<file path="config.mk">
export PLATFORM = sky130hd
export DESIGN_NAME = instr_field_decoder
export DESIGN_NICKNAME = d
export VERILOG_FILES = /design/src/rtl/instr_pkg.sv /design/src/rtl/instr_field_split.sv /design/src/rtl/instr_field_decoder.sv
export SDC_FILE = /design/constraint.sdc
export NUM_CORES = 1
export LEC_CHECK = 0
export BUFFER_PORTS_ARGS = -buffer_cell sky130_fd_sc_hd__buf_2
export CAP_MARGIN = 5
export CELL_PAD_IN_SITES_DETAIL_PLACEMENT = 0
export CELL_PAD_IN_SITES_GLOBAL_PLACEMENT = 1
export CORE_ASPECT_RATIO = 1.75
export CORE_UTILIZATION = 40
export CTS_BUF_LIST = sky130_fd_sc_hd__clkbuf_8 sky130_fd_sc_hd__clkbuf_16
export DETAILED_ROUTE_END_ITERATION = 10
export PLACE_DENSITY = 0.7
export SETUP_SLACK_MARGIN = 0.4
export SYNTH_ARGS = -nofsm -noshare
export SYNTH_HDL_FRONTEND = slang
export SYNTH_HIERARCHICAL = 1
export SYNTH_SLANG_ARGS = --single-unit
</file>
<file path="constraint.sdc">
create_clock -name clk -period 3 [get_ports clk]
set_clock_uncertainty 0.15 [all_clocks]
set_input_delay 0.45 -clock clk [delete_from_list [all_inputs] [get_ports clk]]
set_output_delay 0.45 -clock clk [all_outputs]
set_load 0.01 [all_outputs]
</file>
<file path="src/rtl/instr_pkg.sv">
// Shared definitions for the instruction field decoder:
// parcel/address widths, word field positions, assembly FSM states.
package instr_pkg;

    localparam int PARCEL_W     = 16;
    localparam int ADDR_W       = 48;
    localparam int ADDR_PARCELS = ADDR_W / PARCEL_W;
    localparam int WORD_W       = 2 * PARCEL_W;

    localparam int MAJOR_HI    = 31;
    localparam int MAJOR_LO    = 28;
    localparam int SRC1_HI     = 27;
    localparam int SRC1_LO     = 23;
    localparam int SRC2_HI     = 22;
    localparam int SRC2_LO     = 18;
    localparam int SCALE_HI    = 17;
    localparam int SCALE_LO    = 16;
    localparam int DEST_HI     = 15;
    localparam int DEST_LO     = 11;
    localparam int MINOR_HI    = 10;
    localparam int MINOR_LO    = 7;
    localparam int HASADDR_BIT = 6;
    localparam int OFFSUB_BIT  = 5;
    localparam int RSVD_HI     = 4;
    localparam int RSVD_LO     = 0;

    typedef enum logic [2:0] {
        S_HI,
        S_LO,
        S_A0,
        S_A1,
        S_A2
    } state_t;

    typedef struct packed {
        logic [3:0] major;
        logic [4:0] src1;
        logic [4:0] src2;
        logic [1:0] scale;
        logic [4:0] dest;
        logic [3:0] minor;
        logic       has_addr;
        logic       off_sub;
    } fields_t;

endpackage

</file>
<file path="src/rtl/instr_field_split.sv">
// Combinational split of a 32-bit base instruction word into queue fields.
// Also flags a nonzero reserved field; reusable by queue-side checkers.
module instr_field_split
    import instr_pkg::*;
(
    input  logic [WORD_W-1:0] word,
    output fields_t           fields,
    output logic              rsvd_nz
);

    assign fields.major    = word[MAJOR_HI:MAJOR_LO];
    assign fields.src1     = word[SRC1_HI:SRC1_LO];
    assign fields.src2     = word[SRC2_HI:SRC2_LO];
    assign fields.scale    = word[SCALE_HI:SCALE_LO];
    assign fields.dest     = word[DEST_HI:DEST_LO];
    assign fields.minor    = word[MINOR_HI:MINOR_LO];
    assign fields.has_addr = word[HASADDR_BIT];
    assign fields.off_sub  = word[OFFSUB_BIT];
    assign rsvd_nz         = |word[RSVD_HI:RSVD_LO];

endmodule

</file>
<file path="src/rtl/instr_field_decoder.sv">
// Assembles 16-bit fetch parcels into a decoded, registered instruction.
// Optional reserved-bit check: define INSTR_RESERVED_CHECK_EN.
module instr_field_decoder
    import instr_pkg::*;
(
    input  logic                clk,
    input  logic                rst_n,
    input  logic                flush_in,
    input  logic [PARCEL_W-1:0] parcel_in,
    input  logic                parcel_valid_in,
    output logic                stall_out,
    input  logic                stall_in,
    output logic                valid_out,
    output logic [3:0]          MajorOpcode_out,
    output logic [4:0]          Source1_out,
    output logic [4:0]          Source2_out,
    output logic [1:0]          OffsetScale_out,
    output logic [4:0]          Destination_out,
    output logic [3:0]          MinorOpcode_out,
    output logic                HasAddress_out,
    output logic                OffsetSub_out,
    output logic [ADDR_W-1:0]   Address_out,
    output logic                illegal_out
);

    localparam int ALO_W = ADDR_W - PARCEL_W;

    state_t              state;
    state_t              state_nxt;
    logic [WORD_W-1:0]   word_q;
    logic [ALO_W-1:0]    addr_q;
    logic                accept;
    logic                complete;
    logic [WORD_W-1:0]   word_c;
    logic [ADDR_W-1:0]   addr_c;
    fields_t             fields_c;
    fields_t             fields_q;
    logic                rsvd_nz;

    // The held instruction blocks fetch only while the queue refuses it.
    assign stall_out = valid_out && stall_in;
    assign accept    = parcel_valid_in && !stall_out && !flush_in;

    instr_field_split u_split (
        .word    (word_c),
        .fields  (fields_c),
        .rsvd_nz (rsvd_nz)
    );

    // Next state, completion detect and the word/address to present.
    always_comb begin
        state_nxt = state;
        complete  = 1'b0;
        word_c    = {word_q[WORD_W-1:PARCEL_W], parcel_in};
        addr_c    = '0;
        if (accept) begin
            case (state)
                S_HI: state_nxt = S_LO;
                S_LO: begin
                    if (parcel_in[HASADDR_BIT]) begin
                        state_nxt = S_A0;
                    end else begin
                        state_nxt = S_HI;
                        complete  = 1'b1;
                    end
                end
                S_A0: state_nxt = S_A1;
                S_A1: state_nxt = S_A2;
                S_A2: begin
                    state_nxt = S_HI;
                    complete  = 1'b1;
                    word_c    = word_q;
                    addr_c    = {parcel_in, addr_q};
                end
                default: state_nxt = S_HI;
            endcase
        end
        if (flush_in) begin
            state_nxt = S_HI;
        end
    end

    // Assembly FSM state register.
    always_ff @(posedge clk or negedge rst_n) begin
        if (!rst_n) begin
            state <= S_HI;
        end else begin
            state <= state_nxt;
        end
    end

    // Capture word and low address parcels as they are accepted.
    always_ff @(posedge clk or negedge rst_n) begin
        if (!rst_n) begin
            word_q <= '0;
            addr_q <= '0;
        end else if (flush_in) begin
            word_q <= '0;
            addr_q <= '0;
        end else if (accept) begin
            case (state)
                S_HI: word_q[WORD_W-1:PARCEL_W] <= parcel_in;
                S_LO: word_q[PARCEL_W-1:0]      <= parcel_in;
                S_A0: addr_q[PARCEL_W-1:0]      <= parcel_in;
                S_A1: addr_q[ALO_W-1:PARCEL_W]  <= parcel_in;
                default: ;
            endcase
        end
    end

    // Output register: load on completion, drop valid once taken.
    always_ff @(posedge clk or negedge rst_n) begin
        if (!rst_n) begin
            valid_out   <= 1'b0;
            fields_q    <= '0;
            Address_out <= '0;
        end else if (flush_in) begin
            valid_out <= 1'b0;
        end else if (complete) begin
            valid_out   <= 1'b1;
            fields_q    <= fields_c;
            Address_out <= addr_c;
        end else if (!stall_in) begin
            valid_out <= 1'b0;
        end
    end

`ifdef INSTR_RESERVED_CHECK_EN
    // Reserved-field flag travels with the instruction it belongs to.
    always_ff @(posedge clk or negedge rst_n) begin
        if (!rst_n) begin
            illegal_out <= 1'b0;
        end else if (!flush_in && complete) begin
            illegal_out <= rsvd_nz;
        end
    end
`else
    logic unused_rsvd;
    assign unused_rsvd = rsvd_nz;
    assign illegal_out = 1'b0;
`endif

    assign MajorOpcode_out = fields_q.major;
    assign Source1_out     = fields_q.src1;
    assign Source2_out     = fields_q.src2;
    assign OffsetScale_out = fields_q.scale;
    assign Destination_out = fields_q.dest;
    assign MinorOpcode_out = fields_q.minor;
    assign HasAddress_out  = fields_q.has_addr;
    assign OffsetSub_out   = fields_q.off_sub;

endmodule

</file>
== After elaboration in Yosys (flattened, before gate mapping) ==
Index checks and enable logic that the tools add are counted.

* Register bits after elaboration: 143
* Input port bits: 21
* Output and inout bits: 78
* Word-level logic and storage cells: 59

* Eq/ne operators: 5
* Multiplexer cells: 22
* Bitwise logic cells: 1
* Reduce and logical (&&, ||, !) cells: 16

{| class="wikitable"
|+ Operators with widths
! kind !! count
|-
| $mux 32 || 4
|-
| $mux 16 || 6
|-
| $mux 48 || 2
|-
| $pmux 3 s4 || 1
|-
| $reduce_and 2->1 || 5
|-
| $reduce_bool 2->1 || 5
|-
| $eq 3x2->1 const B || 2
|-
| $mux 3 || 2
|-
| $mux 1 || 5
|-
| $eq 3x1->1 const B || 1
|-
| $eq 3x3->1 const B || 1
|-
| $logic_and 1x1->1 || 3
|-
| $logic_not 3->1 || 1
|-
| $ne 3x2->1 const B || 1
|-
| $logic_not 1->1 || 2
|-
| $mux 2 || 1
|-
| $pmux 1 s2 || 1
|-
| $not 1->1 || 1
|}

== Longest topological paths before layout ==
* Word-level depth: 7
* Gate-level depth with buffers: 8
* Depth with buffers taken out: 4

== Modules after synthesis ==
Netlist, hierarchy kept.

{| class="wikitable"
|+ Modules (own cells, without submodules)
! module !! times used !! cells each !! area each (um^2) !! seq. area each (um^2)
|-
| instr_field_decoder || 1 || 483 || 6143.4 || 3578.4
|-
| instr_field_split || 1 || 30 || 215.2 || 0.0
|}

== Worst setup path before layout ==
OpenSTA, ideal clock, no wires.

* Path type: register to register
* Start: register state[1]
* End: register fields_q (netlist bit Destination_out[2])
* Library setup time: 0.125 ns
* Data arrival time: 2.190 ns
* Required time: 2.725 ns
* Path slack: 0.535 ns
* Stages on the path, launching flop included: 9
* Buffers on the path: 4
* Period minus slack after synthesis: 2.465 ns
* Path through: dfrtp_1 > clkbuf_1 > or2_1 > clkbuf_1 > nor4_4 > buf_2 > mux2_1 > buf_4 > mux2_4

* Elaborated cells on any way between the ends: 7
* Those cells by class: eq/ne: 2; mux: 4; reduce/logical: 1

{| class="wikitable"
|+ RTL lines
! item !! RTL line !! text
|-
| start, declared || instr_field_decoder.sv:28 || <nowiki>state_t state;</nowiki>
|-
| start signal, assigned || instr_field_decoder.sv:88 || <nowiki>state <= state_nxt;</nowiki>
|-
| $eq 3x3->1 || instr_field_decoder.sv:57 || <nowiki>case (state)</nowiki>
|-
| $mux 16 || instr_field_decoder.sv:57 ||
|-
| $mux 16 || instr_field_decoder.sv:56 || <nowiki>if (accept) begin</nowiki>
|-
| net word_c[13] || instr_field_decoder.sv:34 || <nowiki>logic [WORD_W-1:0] word_c;</nowiki>
|-
| end signal, assigned || instr_field_decoder.sv:121 || <nowiki>fields_q <= fields_c;</nowiki>
|-
| end, declared || instr_field_decoder.sv:37 || <nowiki>fields_t fields_q;</nowiki>
|}

The timed path passes the listed nets, and every way through them passes these cells.
A chain may end at the register's enable or synchronous reset.

== Worst setup path in the final report ==
* Start: register state[2]
* End: register fields_q (netlist bit HasAddress_out)

Same word-level chain as after synthesis.

==> summary.md <==
| Metric | Value |
|---|---|
| Initial core utilization | `0.410` |
| Final setup violation count | `0` |
| F_max | `0.400 GHz` |
| Synth Net Count | `506` |
| Status | `complete, no violations` |
| Via count | `4022` |
| Final wirelength | `14100 um` |
| Hpwl dp | `9440 um` |
| WL/cell | `19.0 um` |
| Drt via density | `5.43` |
| Peak VDD IR | `0.000406 V` |
| Fin crit share | `0.833` |
| DP Cell Count | `708` |
| Syn avg cell area | `12.6 um2` |
| Row count | `59` |
| H-tree Lvls | `4` |
| Total power | `0.00483 W` |
| GPL Wtd Cong | `0.822` |
| Num CTS Buffers | `17` |
| Required time of the worst setup path | `3140 ps` |
| Setup bufs post-CTS | `0` |
| Grt ovf | `0` |
| Min Clock Period, post-route | `2500 ps` |
| Leak pwr | `3.65 nW` |
| Layout Nets | `566` |
| Clk sink count | `138` |
| Total core area | `14800 um2` |
| Starting DRT DRC Count | `215` |
| CTS tree | `done` |
| Clock Tree Buf Depth | `2` |
| RSZ-0062 raised after global routing | `false` |
| Critical Path AT | `2640 ps` |
| Clock Pin Slew Worst Setup and Hold Paths | `60 ps` |
| CP Max Fanout | `22` |
| Final Hold Fails | `0` |
| Worst setup SP type | `register` |
| Netlist Area Pre-Place | `6090 um2` |
| Critical Path End Type | `register` |
| Final Max Slew Viols | `0` |
| Worst hold path type | `input port to register` |
| Setup CP Type | `register to register` |
| Vias in the first global route | `4042` |
| Hold Worst Slack | `155 ps` |
| Non-filler instance count after layout | `741` |
| Worst Tran Pin Value | `826 ps` |
| Yosys warning total | `6` |
| Initial antenna violation count | `0` |
| IO Port Bufs | `97` |
| Number of inserted diodes | `0` |
| Pre-Repair DR Iteration Count | `4` |
| I/O Pins | `99` |
| Worst-Skew Late Latency | `410 ps` |
| Die area | `15700 um2` |
| Largest net degree at the start of global routing | `71` |
| DIE HEIGHT | `165 um` |
| Final Util | `0.483` |
| Area growth syn-to-layout | `17.8%` |
| First-pass GRT wire length | `22500 um` |
| PD cells | `673 nW/um2` |
| Layout cells sized above 1 | `0.305` |
| GRT Overall Usage | `0.192` |
| Clock root buffer | `clkbuf_16` |
| Routed Antenna Nets | `0` |
| Rel. slew slack | `0.446` |
| Syn Inst Count | `485` |
| TNS Setup | `0 ps` |
| DR DRC count | `0` |
| Die X | `95.3 um` |
| Max cap viols | `0` |
power by group:
| group | leakage (nW) | switching [W] | total [W] | internal, W |
|---|---|---|---|---|
| clock network | 0.319 | 0.000798 | 0.00230 | 0.00150 |
| registers | 1.89 | 0.0000728 | 0.00205 | 0.00198 |
| logic | 1.44 | 0.000261 | 0.000478 | 0.000218 |
| total | 3.65 | 0.00113 | 0.00483 | 0.00370 |
placed cells by master (no fill, tap or decap), drive strengths merged, types with 2 or more instances in the layout:
cell type	n
a21oi	30
a22o	48
buf	112
bufinv	5
clkbuf	18
clkinv	3
clkinvlp	2
dfrtp	138
inv	6
mux2	38
mux2i	32
nand2	4
nand2b	49
nand3	11
nand4	16
nor2	2
o21ai	13
o31ai	16
or3	2
or3b	2
layer usage:
metal	wire length [um]	share of wire	track usage	vias to the layer above
li1	-	-	-	1851
met1	5950	0.42	0.246	2047
met2	7280	0.52	0.315	106
met3	609	0.043	0.0417	18
met4	265	0.019	0.0737	0
met5	0	0	0	-
path summary, 6_finish.rpt:
kind / from / end / slack, ps / cells past startpoint
worst max-delay path: state[2] / HasAddress_out / 500 / 6
worst min-delay path: parcel_in[3] / Address_out[35] / 160 / 2
worst max register to register: state[2] / HasAddress_out / 500 / 6
worst min register to register: word_q[22] / Source2_out[4] / 330 / 1
max in group asynchronous: rst_n / addr_q[26] / 1370 / 3
min in group asynchronous: rst_n / Address_out[19] / 450 / 2
sequential cells by signal (all words and copies together), names as in the netlist:
name	flops
word_q	27
Source1_out	5
Address_out	48
OffsetSub_out	1
state	3
addr_q	32
Source2_out	5
OffsetScale_out	2
valid_out	1
Destination_out	5
MajorOpcode_out	4
HasAddress_out	1
MinorOpcode_out	4
stage by stage:
step / setup slack (ps) / area (um2)
after floorplan: 644 / 6090
after global placement: 548 / 6500
after detailed placement: 505 / 6500
after CTS: 484 / 7170
after global routing: 435 / 7170
final: 501 / 7170
critical path, stage by stage, from the launching register on:
cell and delay [ps]:
dfrtp_1 460, buf_4 310, inv_2 220, nor4_4 310, buf_4 270, mux2_1 360
mux2_1 290
cell type report:
type / instances / area (um2)
fillers: 1328 / 7660
flip-flops and latches: 138 / 3450
multi-input cells: 273 / 2200
repair buffers: 113 / 631
clock buffers: 18 / 439
well taps: 183 / 229
clock inverters: 14 / 218
inverters: 2 / 7.51
timing repair:
action / CTS / global route
setup endpoints to repair: 0 / 44
hold buffers: 1 / 0
resized for setup: 0 / 1
hold endpoints to repair: 67 / 0
(Power assumes the default switching activity.)
